### src/rtl/ps2_scan_buffer.sv
// rtl/ps2_scan_buffer.sv - PS/2 keyboard receiver with make-code filter and small key FIFO
module ps2_scan_buffer #(
  parameter int FILTER_LEN  = 8,
  parameter int TIMEOUT_CYC = 100000,
  parameter int FIFO_AW     = 2
) (
  input  logic       clk,
  input  logic       Reset,
  input  logic       ps2d,
  input  logic       ps2c,
  input  logic       rd_key_code,
  output logic [7:0] key_code,
  output logic       kb_buf_empty,
  output logic       kb_buf_full,
  output logic       frame_err,
  output logic       overflow
);

  localparam int DEPTH = 1 << FIFO_AW;
  localparam int FW    = $clog2(FILTER_LEN + 1);
  localparam int TW    = $clog2(TIMEOUT_CYC + 1);
  localparam logic [FIFO_AW:0] FULL_CNT = (FIFO_AW+1)'(DEPTH);

  typedef enum logic [1:0] {IDLE, DATA, CHECK} rx_state_t;
  typedef enum logic {MAKE, BREAK} flt_state_t;

  logic c_s1, c_s2, d_s1, d_s2;
  logic filt_clk, fall_edge;
  logic [FW-1:0] filt_cnt;

  rx_state_t  rx_state;
  flt_state_t flt_state;
  logic [3:0]    bit_cnt;
  logic [TW-1:0] timer;
  logic [9:0]    shreg;

  logic [7:0]         mem [DEPTH];
  logic [FIFO_AW-1:0] wr_ptr, rd_ptr;
  logic [FIFO_AW:0]   count;

  logic       frame_ok, wr_req, rd_ok, wr_ok;
  logic [7:0] rx_byte;

  always_ff @(posedge clk or negedge Reset) begin
    if (!Reset) begin
      c_s1 <= 1'b1;
      c_s2 <= 1'b1;
      d_s1 <= 1'b1;
      d_s2 <= 1'b1;
    end else begin
      c_s1 <= ps2c;
      c_s2 <= c_s1;
      d_s1 <= ps2d;
      d_s2 <= d_s1;
    end
  end

  // Filtered clock only moves after FILTER_LEN consecutive samples disagree with it
  always_ff @(posedge clk or negedge Reset) begin
    if (!Reset) begin
      filt_clk  <= 1'b1;
      filt_cnt  <= '0;
      fall_edge <= 1'b0;
    end else begin
      fall_edge <= 1'b0;
      if (c_s2 == filt_clk) begin
        filt_cnt <= '0;
      end else if (filt_cnt == FW'(FILTER_LEN - 1)) begin
        filt_clk  <= c_s2;
        filt_cnt  <= '0;
        fall_edge <= filt_clk;
      end else begin
        filt_cnt <= filt_cnt + 1'b1;
      end
    end
  end

  // shreg after ten shifts: [9]=stop, [8]=parity, [7:0]=data
  assign rx_byte  = shreg[7:0];
  assign frame_ok = shreg[9] & (^shreg[8:0]);
  assign wr_req   = (rx_state == CHECK) && frame_ok && (flt_state == MAKE) &&
                    (rx_byte != 8'hF0) && (rx_byte != 8'hE0);

  always_ff @(posedge clk or negedge Reset) begin
    if (!Reset) begin
      rx_state  <= IDLE;
      flt_state <= MAKE;
      bit_cnt   <= '0;
      timer     <= '0;
      shreg     <= '0;
      frame_err <= 1'b0;
      overflow  <= 1'b0;
    end else begin
      frame_err <= 1'b0;
      overflow  <= wr_req && kb_buf_full && !rd_key_code;
      case (rx_state)
        IDLE: begin
          timer <= '0;
          if (fall_edge && !d_s2) begin
            rx_state <= DATA;
            bit_cnt  <= 4'd9;
          end
        end
        DATA: begin
          if (fall_edge) begin
            shreg <= {d_s2, shreg[9:1]};
            timer <= '0;
            if (bit_cnt == 4'd0) rx_state <= CHECK;
            else bit_cnt <= bit_cnt - 4'd1;
          end else if (timer == TW'(TIMEOUT_CYC - 1)) begin
            rx_state  <= IDLE;
            timer     <= '0;
            frame_err <= 1'b1;
          end else begin
            timer <= timer + 1'b1;
          end
        end
        CHECK: begin
          rx_state <= IDLE;
          if (!frame_ok) begin
            frame_err <= 1'b1;
          end else if (flt_state == BREAK) begin
            flt_state <= MAKE;
          end else if (rx_byte == 8'hF0) begin
            flt_state <= BREAK;
          end
        end
        default: rx_state <= IDLE;
      endcase
    end
  end

  // A pop frees a slot, so a write into a full FIFO succeeds when paired with a read
  assign rd_ok = rd_key_code && !kb_buf_empty;
  assign wr_ok = wr_req && (!kb_buf_full || rd_ok);

  always_ff @(posedge clk or negedge Reset) begin
    if (!Reset) begin
      wr_ptr <= '0;
      rd_ptr <= '0;
      count  <= '0;
    end else begin
      if (wr_ok) wr_ptr <= wr_ptr + 1'b1;
      if (rd_ok) rd_ptr <= rd_ptr + 1'b1;
      case ({wr_ok, rd_ok})
        2'b10:   count <= count + 1'b1;
        2'b01:   count <= count - 1'b1;
        default: count <= count;
      endcase
    end
  end

  always_ff @(posedge clk) begin
    if (wr_ok) mem[wr_ptr] <= rx_byte;
  end

  assign kb_buf_empty = (count == '0);
  assign kb_buf_full  = (count == FULL_CNT);
  assign key_code     = kb_buf_empty ? 8'h00 : mem[rd_ptr];

endmodule
### config.mk
export PLATFORM = sky130hd
export DESIGN_NAME = ps2_scan_buffer
export DESIGN_NICKNAME = d
export VERILOG_FILES = /design/src/rtl/ps2_scan_buffer.sv
export SDC_FILE = /design/constraint.sdc
export NUM_CORES = 1
export LEC_CHECK = 0
export CORE_MARGIN = 10
export CORE_UTILIZATION = 50
export CTS_CLUSTER_DIAMETER = 30
export CTS_CLUSTER_SIZE = 20
export DETAILED_ROUTE_END_ITERATION = 7
export GPL_ROUTABILITY_DRIVEN = 0
export PLACE_DENSITY_LB_ADDON = 0.1
export SETUP_SLACK_MARGIN = 0.5
export SLEW_MARGIN = 5
export SYNTH_ARGS = -nofsm -noshare
export SYNTH_HDL_FRONTEND = slang
export SYNTH_SLANG_ARGS = --single-unit
### constraint.sdc
create_clock -name clk -period 8.1 [get_ports clk]
set_input_delay 1.215 -clock clk [delete_from_list [all_inputs] [get_ports clk]]
set_output_delay 1.215 -clock clk [all_outputs]
set_load 0.005 [all_outputs]
# --- Word-level counts from Yosys, hierarchy flattened ---
# Memories as Yosys holds them, arrays and structs flattened.
# Index checks and enable logic that the tools add are counted.
totals:
  reg_bits: 53
  ramBits: 32
  in_bits: 5
  out_inout_bits: 12
  word_cells: 95
  mem_count: 1
classes:
  n_addsub: 7
  eq_ne: 16
  mux: 26
  bitwise: 3
  reduce_logical: 25
mem_list:
  columns: ["memory", "words", "width", "read_ports", "rd_ports_with_merged_regs", "wr", "line", "source"]
  rows:
  - ["mem", 4, 8, 1, 0, 1, "37", "logic [7:0] mem [DEPTH];"]
ops:
  columns: ["op", "n"]
  rows:
  - ["2-to-1 mux 17 bit", 2]
  - ["one-hot mux 17 bit (2 select lines)", 1]
  - ["2-to-1 mux 4 bit", 5]
  - ["adder 17 x 1 -> 17 bit, second input constant", 1]
  - ["equality test 17 bit, second input constant", 1]
  - ["!= test 8 bit, second input constant", 2]
  - ["logical AND 1 bit", 9]
  - ["2-to-1 mux 1 bit", 9]
  - ["XOR reduction 9 bit", 1]
  - ["equality test 8 bit, second input constant", 1]
  - ["2-to-1 mux 2 bit", 4]
  - ["2-to-1 mux 8 bit", 1]
  - ["one-hot mux 4 bit (2 select lines)", 1]
  - ["!= test 2 bit, second input constant", 3]
  - ["!= test 3 bit, second input constant", 2]
  - ["one-hot mux 3 bit (2 select lines)", 1]
  - ["AND reduction 2 bit", 3]
  - ["adder 2 x 1 -> 2 bit, second input constant", 2]
  - ["adder 4 x 1 -> 4 bit, second input constant", 1]
  - ["equality test 2 x 1 -> 1 bit, second input constant", 2]
  - ["equality test 2 bit, second input constant", 2]
  - ["equality test 4 x 3 -> 1 bit, second input constant", 1]
  - ["logical NOT 1 bit", 4]
  - ["logical NOT 4 bit", 1]
  - ["other kinds (15)", 17]

# --- Depth between registers and ports, before layout ---
logic_depth:
  word_depth: 9
  depth_mapped: 11

# --- Worst setup path after synthesis ---
# No wires, ideal clock.
synth_timing:
  path_type: "register to register"
  start: "register shreg[1]"
  end: "register count[1]"
  setup_time_ns: 0.095
  t_arrival_ns: 2.715
  setup_slack_ns: 5.290
  path_stages_with_launch: 11
  n_path_buf: 0
  synth_period_minus_slack_ns: 2.810
  path_cell_list: "dfrtp_1 -> inv_1 -> ha_1 -> xnor3_1 -> xnor2_2 -> nand4_4 -> and2_1 -> fa_1 -> nor2_1 -> mux2_4 -> nor4b_2"
synth_via:
  elab_chain_cells: 9
synth_lines:
  columns: ["element", "line", "source"]
  rows:
  - ["start: declaration", "35", "logic [9:0] shreg;"]
  - ["start signal: assignment", "106", "shreg <= {d_s2, shreg[9:1]};"]
  - ["XOR reduction 9 bit", "80", "assign frame_ok = shreg[9] & (^shreg[8:0]);"]
  - ["AND 1 bit", "80", null]
  - ["logical AND 1 bit (3 in series)", "81", "assign wr_req = (rx_state == CHECK) && frame_ok && (flt_state == MAKE) &&"]
  - ["logical AND 1 bit *", "82", "(rx_byte != 8'hF0) && (rx_byte != 8'hE0);"]
  - ["logical AND 1 bit *", "135", "assign wr_ok = wr_req && (!kb_buf_full || rd_ok);"]
  - ["equality test 2 x 1 -> 1 bit / equality test 2 bit (equally long branches)", "145", "case ({wr_ok, rd_ok})"]
  - ["one-hot mux 3 bit (2 select lines) / nonzero test 2 bit (equally long branches)", null, null]
  - ["end signal: assignment", "146", "2'b10: count <= count + 1'b1;"]
  - ["end signal: assignment", "147", "2'b01: count <= count - 1'b1;"]
  - ["end signal: assignment", "148", "default: count <= count;"]
  - ["end: declaration", "39", "logic [FIFO_AW:0] count;"]
# Mark *: on every way between the ends. The rest lies on a longest branch, timed or not.
# A chain may end at the register's enable or synchronous reset.

# --- Final worst setup path ---
layout_timing:
  start: "register rd_ptr[0]"
  end: "output port key_code[7]"
layout_via:
  elab_chain_cells: 2
layout_lines:
  columns: ["element", "line", "source"]
  rows:
  - ["start: declaration", "38", "logic [FIFO_AW-1:0] wr_ptr, rd_ptr;"]
  - ["start signal: assignment", "144", "if (rd_ok) rd_ptr <= rd_ptr + 1'b1;"]
  - ["memory read (4 x 8 bit)", null, null]
  - ["2-to-1 mux 8 bit", "159", "assign key_code = kb_buf_empty ? 8'h00 : mem[rd_ptr];"]
  - ["end: declaration", "12", "output logic [7:0] key_code,"]
# No other way between the ends.

==> run metrics <==
status=completed; most frequent cells in the layout=dfrtp_1, edfxtp_1, nand2_1; Logic pwr share=9.6%; period utilization=42.7%; total leakage power=1.84 nW; Switch Pwr=0.232 mW; simple-gate share of the synthesized area=15.5%; # setup viols final=0; Max Cap Viol=0; die area=0.0122 mm²; Final Hold Viols=0; Mapped Nets=348; vias in the first global route=2453; Crit path max-delay family=flip-flops; startpoint types=flip-flop; Worst setup EP type=output port; core region area=0.00785 mm²; sequential cell area fraction in the yosys report=55.9%; # clock sinks=85; CTS clk-pin slew, worst paths=0.09 ns; min setup slack post-route=4.64 ns; critical-path cell list=mux4_2 > nor2b_1 > clkdlybuf4s50_1; R2R cell count=10; count of cell types in the netlist=61; clock share of power=37.8%; Hold Crit Class=reg -> reg; fillers=675; Num CTS Buffers=9; 1st-pass router iterations=4; Ys Warns=0; worst slew pin tran=1.25 ns; setup bufs post-CTS=0; Post-synth EDFFs=32; H-tree levels=3; antenna diode count=0; Cell Area, Synth=0.00410 mm²; fmax=289 MHz; Initial Util=52.3%; first-pass GRT wire length=11900 µm; Placed Cells incl. Taps=431; required time worst endpoint=6.88 ns; Clock Path Buffers=2; Die Ht=111 µm; cell internal pwr=0.688 mW; CP max FO=10; global route total overflow=0; number of synthesized register bits=85; dpl hpwl=4600 µm; share of power burned in registers=52.6%; DRC viols=0; final cell count without fillers=447; Root Driver=clkbuf_8; Post-Route WL=6710 µm; Slew Limit Headroom=16.4%; num rows=32; Setup CP Type=reg -> out; placed cell area=0.00433 mm²; drt initial violations=78; Synth Flop Type=dfrtp_1; cts-stage hold buffer count=0; Antenna Violating Nets Remaining=0; Clock Skew=0.0105 ns; share of layout cells above drive strength 1=16.2%; largest net degree at the start of global routing=54; nets=362; Post-Synth Adder-Cell Area=5.37%; Via-to-Cell Ratio=5.44; Final Core Density=58.1%; clk_lat worst skew=0.36 ns; Synth Area in XOR/XNOR=3.08%; worst IR drop on VDD=0.125 mV; top-level port count=17; Compound-Gate Fraction of Synth Area=7.20%; Sw Share=25.2%; RSZ-0062 raised after global routing=no; initial antenna violation count=0; DR vias=2433; commonest non-fill, non-tap cell in the layout=dfrtp_1; final worst hold slack=0.361 ns; design area=0.00456 mm²; Area growth syn-to-layout=11.3%; Final Slew Violations=0; CP arrival=2.24 ns; I/O Buffers=16; post-route setup TNS=0 ns; DP Worst Slack=4.77 ns; Syn Area/Cell=12.6 µm²; CP Buf/Inv Count=1; Slowest Stage Delay on Critical Path=0.72 ns; Critical Path Stages=3; DIE WIDTH=111 µm; CTS resizes=0; CTS tree=done; Power Total=0.920 mW; Post-synth ARST share=62.4%; min cycle time layout=3.46 ns; fraction of synthesized area in multiplexers=9.70%; Mapped Cells=326; hold path depth=0; Wirelength per Cell=15.0 µm; slowest CP cell=dfrtp_1; Total Routing Usage GR=11.6%; PD cells=202 mW/mm²; largest family of logic cells by synthesized area=simple AND/OR/NAND/NOR gates
## state kept, by name, summed over array words and instances (netlist names), 3 cells and up
name	count
mem	32
timer	17
shreg	10
bit_cnt	4
filt_cnt	4
count	3
## worst register-to-register path: cells and delay by family (launching register included)
family	cells	cell delay [ns]
xor+xnor	2	0.70
fa+ha+maj	2	0.81
buf+inv	1	0.08
flops	1	0.44
mux	1	0.27
simple gates	4	0.70
## logic make-up (layout without fill, tap and decap cells)
| family | count (synthesis) | count (layout) |
|---|---|---|
| xor gates and xnor gates | 12 | 12 |
| and+or+nand+nor | 108 | 108 |
| muxes | 28 | 28 |
| AOI/OAI and AO/OA | 45 | 45 |
| buffers and inverters | 31 | 50 |
| DFF | 85 | 85 |
| adders and majority gates | 17 | 17 |
## layer usage
layer / track usage, % / wire length (µm)
met4: 5.18 / 128
met2: 18.4 / 3250
met3: 2.97 / 220
met1: 14.5 / 3100
met5: 0 / 0
## power groups by stage
stage	Clock (mW)	Combinational (mW)	Sequential [mW]
2_1_floorplan	0	0.0698	0.488
3_3_place_gp	0	0.0867	0.492
3_5_place_dp	0	0.0892	0.493
4_1_cts	0.355	0.0899	0.484
5_1_grt	0.374	0.103	0.488
6_report	0.347	0.0883	0.484
## final timing paths
check                                      start  slack [ns]                      to
min reg2reg                       c_s1$_DFF_PN1_        0.36          c_s2$_DFF_PN1_
max                        rd_ptr[0]$_DFFE_PN0P_        4.64             key_code[7]
max in group asynchronous                  Reset        6.68   flt_state$_DFFE_PN0N_
min                               c_s1$_DFF_PN1_        0.36          c_s2$_DFF_PN1_
max reg2reg                 shreg[1]$_DFFE_PN0P_        5.03    count[1]$_DFFE_PN0P_
min in group asynchronous                  Reset        0.95  bit_cnt[3]$_DFFE_PN0P_
## Yosys cell counts (2+ instances only)
| cell type | n | share of area (%) |
|---|---|---|
| a211oi_1 | 2 | 0.37 |
| a21oi_1 | 12 | 1.5 |
| a22o_1 | 2 | 0.43 |
| a31oi_1 | 5 | 0.76 |
| and2_1 | 5 | 0.76 |
| and3_1 | 6 | 0.92 |
| buf_2 | 3 | 0.37 |
| buf_4 | 3 | 0.55 |
| clkbuf_1 | 8 | 0.73 |
| dfrtp_1 | 48 | 29 |
| dfstp_2 | 5 | 3.2 |
| edfxtp_1 | 32 | 23 |
| ha_1 | 16 | 4.9 |
| inv_1 | 16 | 1.5 |
| mux2_2 | 9 | 2.5 |
| mux2i_1 | 9 | 2.2 |
| mux4_2 | 8 | 4.4 |
| nand2_1 | 24 | 2.2 |
| nand2b_1 | 2 | 0.31 |
| nand3_1 | 11 | 1.3 |
| nand3b_1 | 4 | 0.73 |
| nand4_1 | 7 | 1.1 |
| nor2_1 | 16 | 1.5 |
| nor2b_1 | 12 | 1.8 |
| nor3_1 | 4 | 0.49 |
| nor3b_1 | 5 | 0.92 |
| o21ai_0 | 8 | 0.98 |
| o21ai_1 | 3 | 0.37 |
| xnor2_1 | 8 | 1.7 |
| xor2_1 | 2 | 0.43 |
## cell type report
class                      count  area, µm²  share of cell area (%)
clock buffer                   9        124                    2.71
clock inverter                 7        111                    2.44
inverter                      16       60.1                    1.32
multi-input combinational    210       1680                    36.7
sequential                    85       2290                    50.3
tap                          102        128                    2.80
timing repair buffer          18        170                    3.73
Power figures use the tool's default switching activity.
